--- src/rtl/instr_fetch_pkg.sv ---
// Shared fetch-stage constants and the prefetch FIFO entry layout.
//   PC_STEP          : byte increment between sequential word fetches
//   PC_READ_OFFSET   : ARM R15 read value offset from the instruction address
//   RESET_PC_DEFAULT : default PC loaded on reset
package instr_fetch_pkg;

  localparam int unsigned XLEN = 32;

  localparam logic [XLEN-1:0] PC_STEP          = 32'd4;
  localparam logic [XLEN-1:0] PC_READ_OFFSET   = 32'd8;
  localparam logic [XLEN-1:0] RESET_PC_DEFAULT = 32'h0000_0000;

  // One buffered instruction with the address it was fetched from.
  typedef struct packed {
    logic [XLEN-1:0] instr;
    logic [XLEN-1:0] pc;
  } fetch_entry_t;

  localparam int unsigned ENTRY_W = $bits(fetch_entry_t);

  // Force a byte address onto a word boundary.
  function automatic logic [XLEN-1:0] word_align(input logic [XLEN-1:0] addr);
    return addr & ~32'h0000_0003;
  endfunction

endpackage

--- src/rtl/instr_fetch_fifo.sv ---
// Synchronous DEPTH-entry FIFO with flush and occupancy count.
//   clk, rst_n : clock, synchronous active-low reset
//   flush      : empty the FIFO (wins over push/pop in the same cycle)
//   push       : write push_data at the tail (honoured when not full or popping)
//   pop        : drop the head entry (ignored when empty)
//   head_data  : current head entry
//   count      : number of valid entries, 0..DEPTH
module fetch_fifo #(
  parameter int unsigned     DEPTH     = 2,
  parameter int unsigned     WIDTH     = 64,
  parameter logic [WIDTH-1:0] RESET_VAL = '0
) (
  input  logic                       clk,
  input  logic                       rst_n,
  input  logic                       flush,
  input  logic                       push,
  input  logic [WIDTH-1:0]           push_data,
  input  logic                       pop,
  output logic [WIDTH-1:0]           head_data,
  output logic [$clog2(DEPTH):0]     count
);

  localparam int unsigned PW = $clog2(DEPTH);
  localparam int unsigned CW = PW + 1;

  logic [WIDTH-1:0] mem [DEPTH];
  logic [PW-1:0]    rd_ptr;
  logic [PW-1:0]    wr_ptr;
  logic [CW-1:0]    cnt;
  logic             do_push;
  logic             do_pop;

  // A pop frees a slot, so push at full is legal when paired with a pop.
  always_comb begin
    do_pop  = pop && (cnt != '0);
    do_push = push && ((cnt != CW'(DEPTH)) || do_pop);
  end

  // Storage, pointers and occupancy.
  always_ff @(posedge clk) begin
    if (!rst_n) begin
      rd_ptr <= '0;
      wr_ptr <= '0;
      cnt    <= '0;
      for (int i = 0; i < int'(DEPTH); i++) begin
        mem[i] <= RESET_VAL;
      end
    end else if (flush) begin
      rd_ptr <= '0;
      wr_ptr <= '0;
      cnt    <= '0;
    end else begin
      if (do_push) begin
        mem[wr_ptr] <= push_data;
        wr_ptr      <= wr_ptr + PW'(1);
      end
      if (do_pop) begin
        rd_ptr <= rd_ptr + PW'(1);
      end
      cnt <= cnt + CW'(do_push) - CW'(do_pop);
    end
  end

  assign head_data = mem[rd_ptr];
  assign count     = cnt;

endmodule

--- src/rtl/instr_fetch.sv ---
// Instruction fetch stage: owns the PC, issues word fetches under a credit
// limit, buffers returned words and hands one instruction per handshake to
// decode. A redirect from decode flushes the buffer and discards every
// response still in flight for the old path.
//   clk, rst_n                    : clock, synchronous active-low reset
//   imem_req_valid/ready, imem_addr : fetch request channel
//   imem_rsp_valid, imem_rsp_data   : in-order response channel
//   instr_valid/ready, instr, instr_pc, pc_plus8 : decode channel
//   redirect, redirect_pc         : PC write from decode
module instr_fetch
  import instr_fetch_pkg::*;
#(
  parameter logic [31:0]  RESET_PC = RESET_PC_DEFAULT,
  parameter int unsigned  DEPTH    = 2
) (
  input  logic        clk,
  input  logic        rst_n,
  output logic        imem_req_valid,
  input  logic        imem_req_ready,
  output logic [31:0] imem_addr,
  input  logic        imem_rsp_valid,
  input  logic [31:0] imem_rsp_data,
  output logic        instr_valid,
  input  logic        instr_ready,
  output logic [31:0] instr,
  output logic [31:0] instr_pc,
  output logic [31:0] pc_plus8,
  input  logic        redirect,
  input  logic [31:0] redirect_pc
);

  localparam int unsigned CW = $clog2(DEPTH) + 1;
  localparam int unsigned SW = CW + 1;

  logic [31:0]   fetch_pc_q;
  logic [31:0]   fetch_pc_n;
  logic [CW-1:0] drop_q;
  logic [CW-1:0] drop_n;
  logic          first_q;

  logic [CW-1:0] outstanding;
  logic [CW-1:0] outstanding_after;
  logic [CW-1:0] count;
  logic [SW-1:0] credit_used;
  logic [31:0]   rsp_pc;

  logic          req_fire;
  logic          rsp_drop;
  logic          push;
  logic          pop;

  fetch_entry_t  push_entry;
  fetch_entry_t  head_entry;

  // Credit check, handshake qualification and drop bookkeeping.
  always_comb begin
    credit_used    = SW'(outstanding) + SW'(count);
    imem_req_valid = !first_q && !redirect && (credit_used < SW'(DEPTH));
    req_fire       = imem_req_valid && imem_req_ready;

    rsp_drop = imem_rsp_valid && (drop_q != '0);
    push     = imem_rsp_valid && !rsp_drop && !redirect;
    pop      = instr_valid && instr_ready && !redirect;

    outstanding_after = outstanding + CW'(req_fire) - CW'(imem_rsp_valid);

    push_entry.instr = imem_rsp_data;
    push_entry.pc    = rsp_pc;

    fetch_pc_n = fetch_pc_q;
    drop_n     = drop_q;
    if (redirect) begin
      // A same-cycle response has already been discarded above, so
      // everything still outstanding afterwards belongs to the old path.
      fetch_pc_n = word_align(redirect_pc);
      drop_n     = outstanding_after;
    end else begin
      if (req_fire) begin
        fetch_pc_n = fetch_pc_q + PC_STEP;
      end
      if (rsp_drop) begin
        drop_n = drop_q - CW'(1);
      end
    end
  end

  // PC, drop counter and post-reset request blanking.
  always_ff @(posedge clk) begin
    if (!rst_n) begin
      fetch_pc_q <= RESET_PC;
      drop_q     <= '0;
      first_q    <= 1'b1;
    end else begin
      fetch_pc_q <= fetch_pc_n;
      drop_q     <= drop_n;
      first_q    <= 1'b0;
    end
  end

  // Issue-address queue: one PC tag per outstanding request, popped by every
  // response (kept or dropped), so its occupancy is the outstanding count.
  fetch_fifo #(
    .DEPTH     (DEPTH),
    .WIDTH     (32),
    .RESET_VAL (32'h0)
  ) u_addr_q (
    .clk       (clk),
    .rst_n     (rst_n),
    .flush     (1'b0),
    .push      (req_fire),
    .push_data (fetch_pc_q),
    .pop       (imem_rsp_valid),
    .head_data (rsp_pc),
    .count     (outstanding)
  );

  // Prefetch buffer of {instr, pc}; flushed by redirect.
  fetch_fifo #(
    .DEPTH     (DEPTH),
    .WIDTH     (ENTRY_W),
    .RESET_VAL ({32'h0, RESET_PC})
  ) u_instr_q (
    .clk       (clk),
    .rst_n     (rst_n),
    .flush     (redirect),
    .push      (push),
    .push_data (push_entry),
    .pop       (pop),
    .head_data (head_entry),
    .count     (count)
  );

  assign imem_addr   = fetch_pc_q;
  assign instr_valid = (count != '0);
  assign instr       = head_entry.instr;
  assign instr_pc    = head_entry.pc;
  assign pc_plus8    = head_entry.pc + PC_READ_OFFSET;

endmodule
--- config.mk ---
export PLATFORM = sky130hd
export DESIGN_NAME = instr_fetch
export DESIGN_NICKNAME = d
export VERILOG_FILES = /design/src/rtl/instr_fetch_pkg.sv /design/src/rtl/instr_fetch_fifo.sv /design/src/rtl/instr_fetch.sv
export SDC_FILE = /design/constraint.sdc
export NUM_CORES = 1
export LEC_CHECK = 0
export ABC_AREA = 1
export CORE_MARGIN = 8
export CORE_UTILIZATION = 40
export CTS_BUF_LIST = sky130_fd_sc_hd__clkbuf_16
export DETAILED_ROUTE_END_ITERATION = 6
export PLACE_DENSITY = 0.71
export SYNTH_ARGS = -nofsm -noshare
export SYNTH_HDL_FRONTEND = slang
export SYNTH_SLANG_ARGS = --single-unit
export TNS_END_PERCENT = 20
--- constraint.sdc ---
create_clock -name clk -period 10.4 [get_ports clk]
set_input_delay 2.08 -clock clk [delete_from_list [all_inputs] [get_ports clk]]
set_output_delay 2.08 -clock clk [all_outputs]
set_load 0.03 [all_outputs]
==> impl_metrics.env <==
export IMPL_combPwrFrac_pct=20.0
export IMPL_grt_use_total_pct=15.96
export IMPL_cts_tree="built"
export IMPL_die_x_um=184.7
export IMPL_clock_sinks=227
export IMPL_clk_path_buf_depth=3
export IMPL_n_fill_cell=2614
export IMPL_worst_slew_pin_slew_ps=1103
export IMPL_ys_warn_count=0
export IMPL_synth_cells=1243
export IMPL_holdCritStartpoint="u_addr_q.rd_ptr$_SDFFE_PN0N_"
export IMPL_dr_pass1_iters=6
export IMPL_power_density_nw_per_um2=164.2
export IMPL_cts_hold_buf=0
export IMPL_viasPerCell=4.782
export IMPL_period_needed_ps=5792
export IMPL_multi_input_area_um2=4135
export IMPL_grt_max_degree=64
export IMPL_post_route_period_util_pct=55.70
export IMPL_seq_power_share_pct=45.8
export IMPL_synth_top_area_share_pct=48.56
export IMPL_final_cell_mix="271 x nor2_1, 255 x nand2_1, 191 x clkdlybuf4s50_1"
export IMPL_diodes=0
export IMPL_pwr_share_clk_pct=34.2
export IMPL_p_switching_mw=0.6652
export IMPL_remaining_drc_errors=0
export IMPL_rsz0062_at_grt="no"
export IMPL_num_vias=8693
export IMPL_finalSetupTns_ps=0
export IMPL_syn_area_per_cell_um2=9.153
export IMPL_critPathLaunch="redirect"
export IMPL_nets=1502
export IMPL_dp_hpwl_mm=19.69
export IMPL_boundaryPins=200
export IMPL_power_mw=2.350
export IMPL_die_height_um=184.7
export IMPL_drive_above_1_share_pct=9.028
export IMPL_cts_resized_gates=0
export IMPL_critPathMaxFanout=39
export IMPL_clk_insertion_delay_late_ps=510
export IMPL_critical_path_class="input port to output pin"
export IMPL_seqCellArea_um2=6390
export IMPL_yosys_register_bits=227
export IMPL_rows=61
export IMPL_max_freq_mhz=172.6
export IMPL_numPortBuffers=191
export IMPL_antenna_found_initial=0
export IMPL_ys_types=37
export IMPL_cts_made_buffers=24
export IMPL_setup_viol=0
export IMPL_async_reset_ff_share_pct=0
export IMPL_core_area_um2=27930
export IMPL_status="finished, final reports clean"
export IMPL_place_gp_congestion=0.9038
export IMPL_dieArea_um2=34100
export IMPL_wire_per_inst_um=15.39
export IMPL_syn_area_um2=11380
export IMPL_drv_cap=0
export IMPL_final_max_slew_viol_count=0
export IMPL_required_ps=8320
export IMPL_synthFlopType="edfxtp_1"
export IMPL_crit_arrival_ps=3710
export IMPL_area_growth_syn_to_layout_pct=25.79
export IMPL_htreeDepth=1
export IMPL_synth_top_cells_by_area="edfxtp_1 49%, nor2_1 8.9%, nand2_1 8.5%"
export IMPL_power_leakage_nw=5.464
export IMPL_crit_reg2reg_launch="u_addr_q.count[1]$_SDFF_PN0_"
export IMPL_internal_power_mw=1.685
export IMPL_drtIter0Drc=535
export IMPL_cp_start_kind="input port"
export IMPL_vdd_drop_max_mv=0.1083
export IMPL_grt_pass1_vias=8572
export IMPL_ant_nets=0
export IMPL_seq_area_frac_synth_pct=56.13
export IMPL_yosys_area_top_type="edfxtp_1"
export IMPL_clkTransAtPathRegs_ps=60
export IMPL_synth_edf_count=184
export IMPL_finalHoldViolCount=0
export IMPL_root_buffer="clkbuf_16"
export IMPL_postCtsSetupBuffers=0
export IMPL_wl_mm=27.99
export IMPL_postLayoutCoreUtil_pct=51.23
export IMPL_sw_frac_of_total_pct=28.30
export IMPL_hold_class="flip-flop to flip-flop"
export IMPL_slew_headroom_pct=26.42
export IMPL_initial_core_util_pct=40.73
export IMPL_finalClockSkew_ps=16.25
export IMPL_end_kind="output pin"
export IMPL_grt_overflow_total=0
export IMPL_grt_pass1_wl_mm=44.00
export IMPL_final_common_cell="nor2_1"
[synthesized netlist by cell type (6+ instances only)]
| master | count |
|---|---|
| a21oi_1 | 31 |
| clkbuf_1 | 16 |
| nor2_1 | 271 |
| o21ai_0 | 37 |
| nand3b_1 | 15 |
| a31oi_1 | 9 |
| inv_1 | 152 |
| buf_2 | 20 |
| nand3_1 | 44 |
| edfxtp_1 | 184 |
| xor2_1 | 16 |
| nor2_2 | 6 |
| mux2_2 | 33 |
| nand2_1 | 258 |
| ha_1 | 9 |
| o21ai_2 | 28 |
| dfxtp_1 | 43 |
| buf_4 | 9 |
| mux2i_1 | 30 |
[metrics by stage]
stage	cell area [um2]	setup slack (ps)	hold slack, ps	cells
global placement	13560	4594	435.7	1774
global route	14310	4333	494.8	1818
CTS	14310	4556	465.8	1818
finish	14310	4608	462.0	1818
detailed placement	13560	4599	455.1	1774
floorplan	11400	5108	425.7	1248
[path summary, 6_finish.rpt]
kind / to / slack, ps / depth (start not counted)
worst max register to register: u_addr_q.mem[1][31]$_SDFFCE_PN0P_ / 7230 / 8
worst max-delay path: imem_req_valid / 4610 / 6
worst min register to register: flip-flop / 460 / 1
worst min-delay path: flip-flop / 460 / 1
[power by group through the flow]
stage          combinational (mW)  clock [mW]  sequential (mW)
2_1_floorplan               0.283           0             1.10
3_3_place_gp                0.465           0             1.09
3_5_place_dp                0.473           0             1.10
4_1_cts                     0.475       0.819             1.08
5_1_grt                     0.508       0.848             1.09
6_report                    0.470       0.803             1.08
[sequential cells by signal (all words and copies together) (netlist names), named ones only]
signal	cells
u_instr_q.mem	124
u_instr_q.count	2
first_q	1
u_addr_q.count	2
u_addr_q.mem	60
u_addr_q.rd_ptr	1
u_instr_q.wr_ptr	1
u_addr_q.wr_ptr	1
drop_q	2
imem_addr	30
u_instr_q.rd_ptr	1
[logic make-up (layout without fill, tap and decap cells)]
family                     count (synthesis)  after routing  synth area share (%)
xor gates and xnor gates                  18             18                 1.386
AOI/OAI and AO/OA                        107            107                 5.818
other                                      1              6               0.03296
muxes                                     63             63                 5.906
DFF                                      227            227                 56.13
and+or+nand+nor                          610            610                 21.78
buffers and inverters                    207            399                 7.786
adders and majority gates                 10             10                 1.166
[worst max-delay path, stage by stage]
cell             delay (ps)
clkdlybuf4s50_1         390
buf_4                   250
nor2_1                  180
nand3_1                  80
inv_1                    60
clkdlybuf4s50_1         670
[per-layer routing]
layer / GRT usage (%) / part of all wire [%] / vias up
met4: 4.097 / 1.9 / 0
met1: 21.24 / 45 / 4020
met5: 0 / 0 / -
met2: 26.48 / 46 / 268
li1: - / - / 4368
met3: 2.953 / 6.9 / 37
[layout make-up]
type,instances,share of cell area [%]
Clock buffer,25,4.371
Clock inverter,19,0.8568
Inverter,154,4.039
Multi-Input combinational cell,814,28.89
Sequential cell,227,44.65
Tap cell,378,3.305
Timing Repair Buffer,201,13.88
Power figures use the tool's default switching activity.
